<file path="src/rtl/tone_phase_sequencer.sv">
// Note sequencer feeding the sine/frequency ROM: phase accumulator, envelope and signed PCM output.
// Latency: 2 cycles from sample_tick to sample_valid. Requests use ready/valid; note_ready drops while a request is pending.
module tone_phase_sequencer #(
  parameter int BITS       = 6,
  parameter int PHASE_BITS = 20
) (
  input  logic            clk_in,
  input  logic            rst_in,
  input  logic            sample_tick,
  input  logic [4:0]      note_in,
  input  logic            note_valid,
  output logic            note_ready,
  output logic [10:0]     index_out,
  output logic [4:0]      freq_id_out,
  input  logic [BITS-1:0] level_in,
  input  logic [15:0]     freq_in,
  output logic [BITS:0]   sample_out,
  output logic            sample_valid,
  output logic            busy
);

  localparam logic [1:0] IDLE    = 2'd0;
  localparam logic [1:0] PLAY    = 2'd1;
  localparam logic [1:0] SWITCH  = 2'd2;
  localparam logic [1:0] RELEASE = 2'd3;

  localparam logic [4:0] SILENCE_ID = 5'd31;

  logic [1:0]            state;
  logic [PHASE_BITS-1:0] phase;
  logic [3:0]            amp;
  logic                  pending;
  logic [4:0]            pending_id;
  logic                  stage1;
  logic                  tick_go;
  logic [PHASE_BITS:0]   phase_sum;
  logic                  phase_wrap;
  logic [PHASE_BITS-1:0] phase_next;
  logic [BITS+3:0]       prod;
  logic [BITS-1:0]       mag;
  logic [BITS:0]         mag_ext;
  logic                  neg;

  // A tick landing while the previous one is still in the ROM stage is dropped.
  assign tick_go    = sample_tick & ~stage1;
  assign phase_sum  = {1'b0, phase} + {{(PHASE_BITS + 1 - 16){1'b0}}, freq_in};
  assign phase_wrap = phase_sum[PHASE_BITS];
  assign phase_next = phase_sum[PHASE_BITS-1:0];

  assign index_out  = {1'b0, phase[PHASE_BITS-1 -: 10]};
  assign note_ready = ~pending;
  assign busy       = (state != IDLE);

  assign prod    = {4'b0000, level_in} * {{BITS{1'b0}}, amp};
  assign mag     = BITS'(prod >> 4);
  assign mag_ext = {1'b0, mag};
  assign neg     = index_out[9];

  always_ff @(posedge clk_in) begin
    if (rst_in) begin
      state        <= IDLE;
      phase        <= '0;
      amp          <= 4'd0;
      pending      <= 1'b0;
      pending_id   <= SILENCE_ID;
      stage1       <= 1'b0;
      freq_id_out  <= SILENCE_ID;
      sample_out   <= '0;
      sample_valid <= 1'b0;
    end else begin
      stage1       <= tick_go;
      sample_valid <= stage1;

      if (note_valid && !pending) begin
        pending    <= 1'b1;
        pending_id <= note_in;
      end

      if (tick_go) begin
        case (state)
          IDLE: begin
            if (pending) begin
              pending <= 1'b0;
              if (pending_id != SILENCE_ID) begin
                freq_id_out <= pending_id;
                phase       <= '0;
                amp         <= 4'd1;
                state       <= PLAY;
              end
            end
          end
          PLAY: begin
            phase <= phase_next;
            if (amp != 4'd15) amp <= amp + 4'd1;
            if (pending) begin
              if (pending_id == SILENCE_ID) begin
                pending <= 1'b0;
                state   <= RELEASE;
              end else begin
                state <= SWITCH;
              end
            end
          end
          SWITCH: begin
            // Retune only at the zero crossing of the wrap so the waveform stays continuous.
            if (phase_wrap) begin
              phase       <= '0;
              freq_id_out <= pending_id;
              pending     <= 1'b0;
              state       <= PLAY;
            end else begin
              phase <= phase_next;
            end
          end
          RELEASE: begin
            if (amp <= 4'd1) begin
              amp         <= 4'd0;
              freq_id_out <= SILENCE_ID;
              phase       <= '0;
              state       <= IDLE;
            end else begin
              amp   <= amp - 4'd1;
              phase <= phase_next;
            end
          end
          default: state <= IDLE;
        endcase
      end

      if (stage1) begin
        if (state == IDLE) sample_out <= '0;
        else               sample_out <= neg ? -mag_ext : mag_ext;
      end
    end
  end

endmodule

</file>
<file path="config.mk">
export PLATFORM = sky130hd
export DESIGN_NAME = tone_phase_sequencer
export DESIGN_NICKNAME = d
export VERILOG_FILES = /design/src/rtl/tone_phase_sequencer.sv
export SDC_FILE = /design/constraint.sdc
export NUM_CORES = 1
export LEC_CHECK = 0
export ABC_AREA = 1
export ABC_CLOCK_PERIOD_IN_PS = 4600
export BUFFER_PORTS_ARGS = -buffer_cell sky130_fd_sc_hd__buf_2
export CORE_MARGIN = 10
export CORE_UTILIZATION = 40
export CTS_CLUSTER_DIAMETER = 40
export DETAILED_ROUTE_END_ITERATION = 10
export GPL_TIMING_DRIVEN = 0
export PLACE_DENSITY = 0.64
export SLEW_MARGIN = 25
export SYNTH_ARGS = -nofsm -noshare
export SYNTH_HDL_FRONTEND = slang
export SYNTH_SLANG_ARGS = --single-unit
export TNS_END_PERCENT = 50
</file>
<file path="constraint.sdc">
create_clock -name clk_in -period 4.6 [get_ports clk_in]
set_input_delay 0.69 -clock clk_in [delete_from_list [all_inputs] [get_ports clk_in]]
set_output_delay 0.69 -clock clk_in [all_outputs]
set_load 0.01 [all_outputs]
</file>
# After elaboration in Yosys (flattened, before gate mapping)
# Cells that the tools add are included.
[classes] n_eq_ne=12 bitwise_logic=3 n_reduce_logical=10 multipliers=1 n_addsub=4 mux=31 n_lt_le_gt_ge=1
[ops] operator="$mux 20" n=4
[ops] operator="$pmux 20 s4" n=1
[ops] operator="$add 20x16->21" n=1
[ops] operator="$mux 5" n=4
[ops] operator="$mux 4" n=4
[ops] operator="$pmux 5 s3" n=1
[ops] operator="$mux 7" n=2
[ops] operator="$ne 2x2->1 const B" n=6
[ops] operator="$pmux 4 s3" n=1
[ops] operator="$reduce_and 6->1" n=2
[ops] operator="$mul 6x4->10" n=1
[ops] operator="$mux 2" n=5
[ops] operator="$pmux 2 s4" n=1
[ops] operator="$mux 1" n=7
[ops] operator="$neg 6->7" n=1
[ops] operator="$reduce_bool 3->1" n=2
[ops] operator="$eq 5x5->1 const B" n=1
[ops] operator="$ne 5x5->1 const B" n=1
[ops] operator="$reduce_and 5->1" n=1
[ops] operator="$add 4x1->4 const B" n=1
[ops] operator="$eq 2x2->1 const B" n=2
[ops] operator="$le 4x1->1 const B" n=1
[ops] operator="$ne 4x4->1 const B" n=1
[ops] operator="$sub 4x1->4 const B" n=1
[ops] operator="9 further kinds" n=10
[totals] ff_bits=46 out_inout_bits=26 in_bits=31 wordCells=71

# Longest topological paths before layout
[logic_depth] word_depth=7 depth_mapped=22 ltp_nobuf=21

# Worst setup path before layout
# Ideal clock, no wire load.
[synth_path] path_kind="input -> register" from="input port level_in[1]" to="register sample_out[2]" setup_ns=0.070 setup_slack_ns=1.256 path_buffers=0 stages=19 required_ns=4.530 arrival_ns=3.273 path_cell_list="nand2_1 > inv_1 > fa_1 > inv_1 > fa_1 > inv_1 > ha_1 > nand2_1 > inv_1 > nand3_1 > nand2_1 > nand2_1 > nand2_1 > inv_1 > ha_1 > nor2_1 > xnor2_1 > nand2_1 > a21oi_1"
[synth_between] elab_chain_len=4
[synth_lines] element="start, declared" line="15" text="input logic [BITS-1:0] level_in,"
[synth_lines] element="$mul 6x4->10 (*)" line="54" text="assign prod = {4'b0000, level_in} * {{BITS{1'b0}}, amp};"
[synth_lines] element="$neg 6->7" line="132" text="else sample_out <= neg ? -mag_ext : mag_ext;"
[synth_lines] element="$mux 7 (*)" line="132"
[synth_lines] element="$mux 7 (*)" line="131" text="if (state == IDLE) sample_out <= '0;"
[synth_lines] element="end signal, assigned" line="132"
[synth_lines] element="end, declared" line="17" text="output logic [BITS:0] sample_out,"
# Mark *: on every way between the ends. The rest lies on a longest branch, timed or not.
# A chain may end at the register's enable or synchronous reset.

# Final worst setup path
[layout_path] from="register amp[2]" to="register sample_out[2]"
[layout_between] elab_chain_len=4
[layout_lines] element="start, declared" line="31" text="logic [3:0] amp;"
[layout_lines] element="start signal, assigned" line="94" text="if (amp != 4'd15) amp <= amp + 4'd1;"
[layout_lines] element="start signal, assigned" line="122" text="amp <= amp - 4'd1;"
[layout_lines] element="$mul 6x4->10 (*)" line="54"
[layout_lines] element="$neg 6->7" line="132"
[layout_lines] element="$mux 7 (*)" line="132"
[layout_lines] element="$mux 7 (*)" line="131"
# Marked as above.

==> impl_metrics.ini <==
[clock_tree]
clk_path_buf_depth = 2
cts_tree = done
cts_hold_buf = 0
root_buffer = clkbuf_8
post-cts-setup-buffers = 0
cts_buffers = 5
cts_resized = 0
clk_pin_slew_ns = 0.10
clock-sinks = 46
cts_max_level = 2
clk_latency_ns = 0.31

[global_route]
grt_pass1_vias = 3831
grt_usage_pct = 13.7
globalRouteOverflowTotal = 0
grt_pass1_wl_um = 17300
antenna_found_initial = 0
grt_max_degree = 18

[drt]
drt_first_iter_violations = 179
viasPerCell = 4.88
drt_first_pass_iters = 5
wl_per_cell_um = 12.5
drcViolationCount = 0
drtAntennaViolNets = 0
num_vias = 3887
wirelength_um = 9940

[placement]
hpwl_um = 8270
gp_congestion = 0.928
place_area_um2 = 4500
io_buffers = 55

[worst_setup_path]
critPathLaunch = amp[2]
cp_cell_sequence = buf_1, nand2_1, fa_1, fa_1, inv_1, ha_1, nand2_1, inv_1, nand3_1, nand2_1, nand2_1, nand2_1, inv_1, ha_1, nor2_1, xnor2_1, nand2_1, a21oi_1
cpPeakStageDelay_ns = 0.52
crit_path_end_kind = register
crit_path_end = sample_out[2]
r2r-start = amp[2]
r2r_cells = 18
cp_slowest_cell = fa_1
critPathRequiredTime_ns = 4.84
cp-start-kind = register
criticalPathCategory = register to register
cp_max_fo = 10
path_common_cell = nand2_1
reg2reg_slack_ns = 1.02
cp_data_arrival_time_ns = 3.82
r2r-end = sample_out[2]

[final_layout]
area_growth_pct = 13.3
nets = 739
final_cell_area_um2 = 4590
drive_gt1_share_pct = 16.3
fin_util_pct = 46.8
diodes = 0

[floorplan]
dieArea_um2 = 14600
coreArea_um2 = 9820
start_util_pct = 41.3
num_rows = 36
io-pin-count = 57
die_h_um = 121
fp.dieW_um = 121

[logic_synthesis]
synth_warnings = 0
avgSynthCellArea_um2 = 6.76
syn_inst = 600
syn-num-nets = 677
ys_types = 41
ys_seq_area_share_pct = 22.7
netlist_area_um2 = 4060
ys_ff_latch = 46

[sta]
finClkSkew_ns = 0.00967
maxSlewHeadroom_pct = 65.2
fmax_ghz = 0.279
drv_slew = 0
fin_crit_ns = 3.58
final_hold_viol_count = 0
setup_violations = 0
worstMarginPinSlew_ns = 0.522
fin_tns_setup_ns = 0
rsz0062_at_grt = false
min_period_over_period_pct = 77.9
hold_slack_ns = 0.470

[worst_hold_path]
hp-class = register to register
min_path_cells = 2

[power]
power_leakage_nw = 2.39
p_per_area_nw_per_um2 = 215
vdd_drop_max_mv = 0.129

[run]
cap_violations = 0

[status]
status = completed
-- worst min-delay path by stage --
stage | to | start | slack (ns)
after floorplan | phase[0] | phase[0] | 0.45
after global placement | sample_out[0] | sample_out[0] | 0.45
after detailed placement | sample_out[5] | sample_out[5] | 0.45
after CTS | sample_out[5] | sample_out[5] | 0.47
after global routing | sample_out[0] | sample_out[0] | 0.50
final | sample_out[5] | sample_out[5] | 0.47
-- logic make-up after synthesis --
family	after synthesis	synth area share (%)
AO/OA/AOI/OAI	96	13.6
XOR/XNOR	15	3.24
adder cells (fa/ha/maj)	46	15.7
buffers and inverters	105	11.8
flip-flops	46	22.7
other	1	0.0925
AND/OR/NAND/NOR	291	32.9
-- critical path, delay by kind of cell, from the launching register on --
kind,cells,cell delay (ns)
fa+ha+maj,4,1.54
simple gates,8,0.79
buf+inv,4,0.53
flops,1,0.39
xor+xnor,1,0.13
compound gates,1,0.13
-- power by group --
group          internal, mW  switching (mW)  leakage, nW
logic                 0.105           0.177         1.97
registers             0.417          0.0125        0.374
clock network         0.114           0.163       0.0506
total                 0.636           0.353         2.39
-- metrics by stage --
step	power, mW	std cells	setup WS (ns)
finish	0.989	796	1.02
global route	1.06	796	0.645
CTS	1.00	796	1.01
detailed placement	0.724	788	0.827
global placement	0.719	788	0.901
floorplan	0.643	600	1.26
-- final cells by class --
| cell class | instances | area, µm² |
|---|---|---|
| Clock inverter | 3 | 28.8 |
| Timing Repair Buffer | 55 | 275 |
| Inverter | 77 | 289 |
| Sequential cell | 46 | 921 |
| Buffer | 28 | 189 |
| Clock buffer | 5 | 68.8 |
| Multi-Input combinational cell | 449 | 2660 |
| Fill cell | 1077 | 5230 |
| Tap cell | 133 | 166 |
-- state kept, by name, summed over array words and instances (netlist names) --
signal,flops
stage1,1
amp,4
sample_valid,1
freq_id_out,5
phase,20
pending,1
sample_out,7
state,2
pending_id,5
-- cell usage in the layout (no fill, tap or decap), types with 4 or more instances in the layout --
cell | Yosys | layout
a21o_1 | 4 | 4
a21oi_1 | 53 | 53
a31oi_1 | 4 | 4
buf_2 | 5 | 60
buf_4 | 12 | 12
clkbuf_1 | 6 | 6
clkbuf_8 | 1 | 6
dfxtp_1 | 46 | 46
fa_1 | 8 | 8
ha_1 | 38 | 38
inv_1 | 77 | 77
nand2_1 | 164 | 164
nand2_2 | 10 | 10
nand3_1 | 45 | 45
nand3_2 | 5 | 5
nand3b_1 | 9 | 9
nand4_1 | 5 | 5
nor2_1 | 35 | 35
nor3_1 | 9 | 9
o211ai_1 | 7 | 7
o21ai_0 | 18 | 18
xnor2_1 | 5 | 5
xor2_1 | 10 | 10
-- routing by layer --
metal	global-route usage [%]	part of all wire [%]
met5	0	0
met2	23.9	46
met3	2.84	4.5
met4	2.79	1.1
met1	17.1	48
-- cells in the mapped netlist --
cell type	n	share of area (%)
conb_1	1	0.092
a21oi_1	53	6.5
dfxtp_1	46	23
o211ai_1	7	1.3
nor2_2	1	0.15
clkbuf_8	1	0.34
nand4_4	1	0.52
nor2_4	2	0.56
buf_6	3	0.83
nand3_4	1	0.43
buf_4	12	2.2
buf_2	5	0.62
nand2_4	1	0.28
xor2_1	10	2.2
a2111oi_4	1	0.68
nand2_1	164	15
nor4_1	1	0.15
o21ai_0	18	2.2
a21boi_0	1	0.19
buf_1	1	0.092
nand4_1	5	0.77
ha_1	38	12
o22ai_1	2	0.31
o21ai_1	1	0.12
a22oi_1	1	0.19
nand2_2	10	1.5
xnor2_1	5	1.1
a31oi_1	4	0.62
a21o_1	4	0.74
inv_1	77	7.1
o21bai_1	2	0.37
nor3_1	9	1.1
or2_2	1	0.15
nand3b_1	9	1.7
nor2_1	35	3.2
clkbuf_1	6	0.56
nand3_2	5	1.2
fa_1	8	3.9
o21a_1	2	0.37
nand3_1	45	5.6
nand4_2	1	0.31
Power figures use the tool's default switching activity.
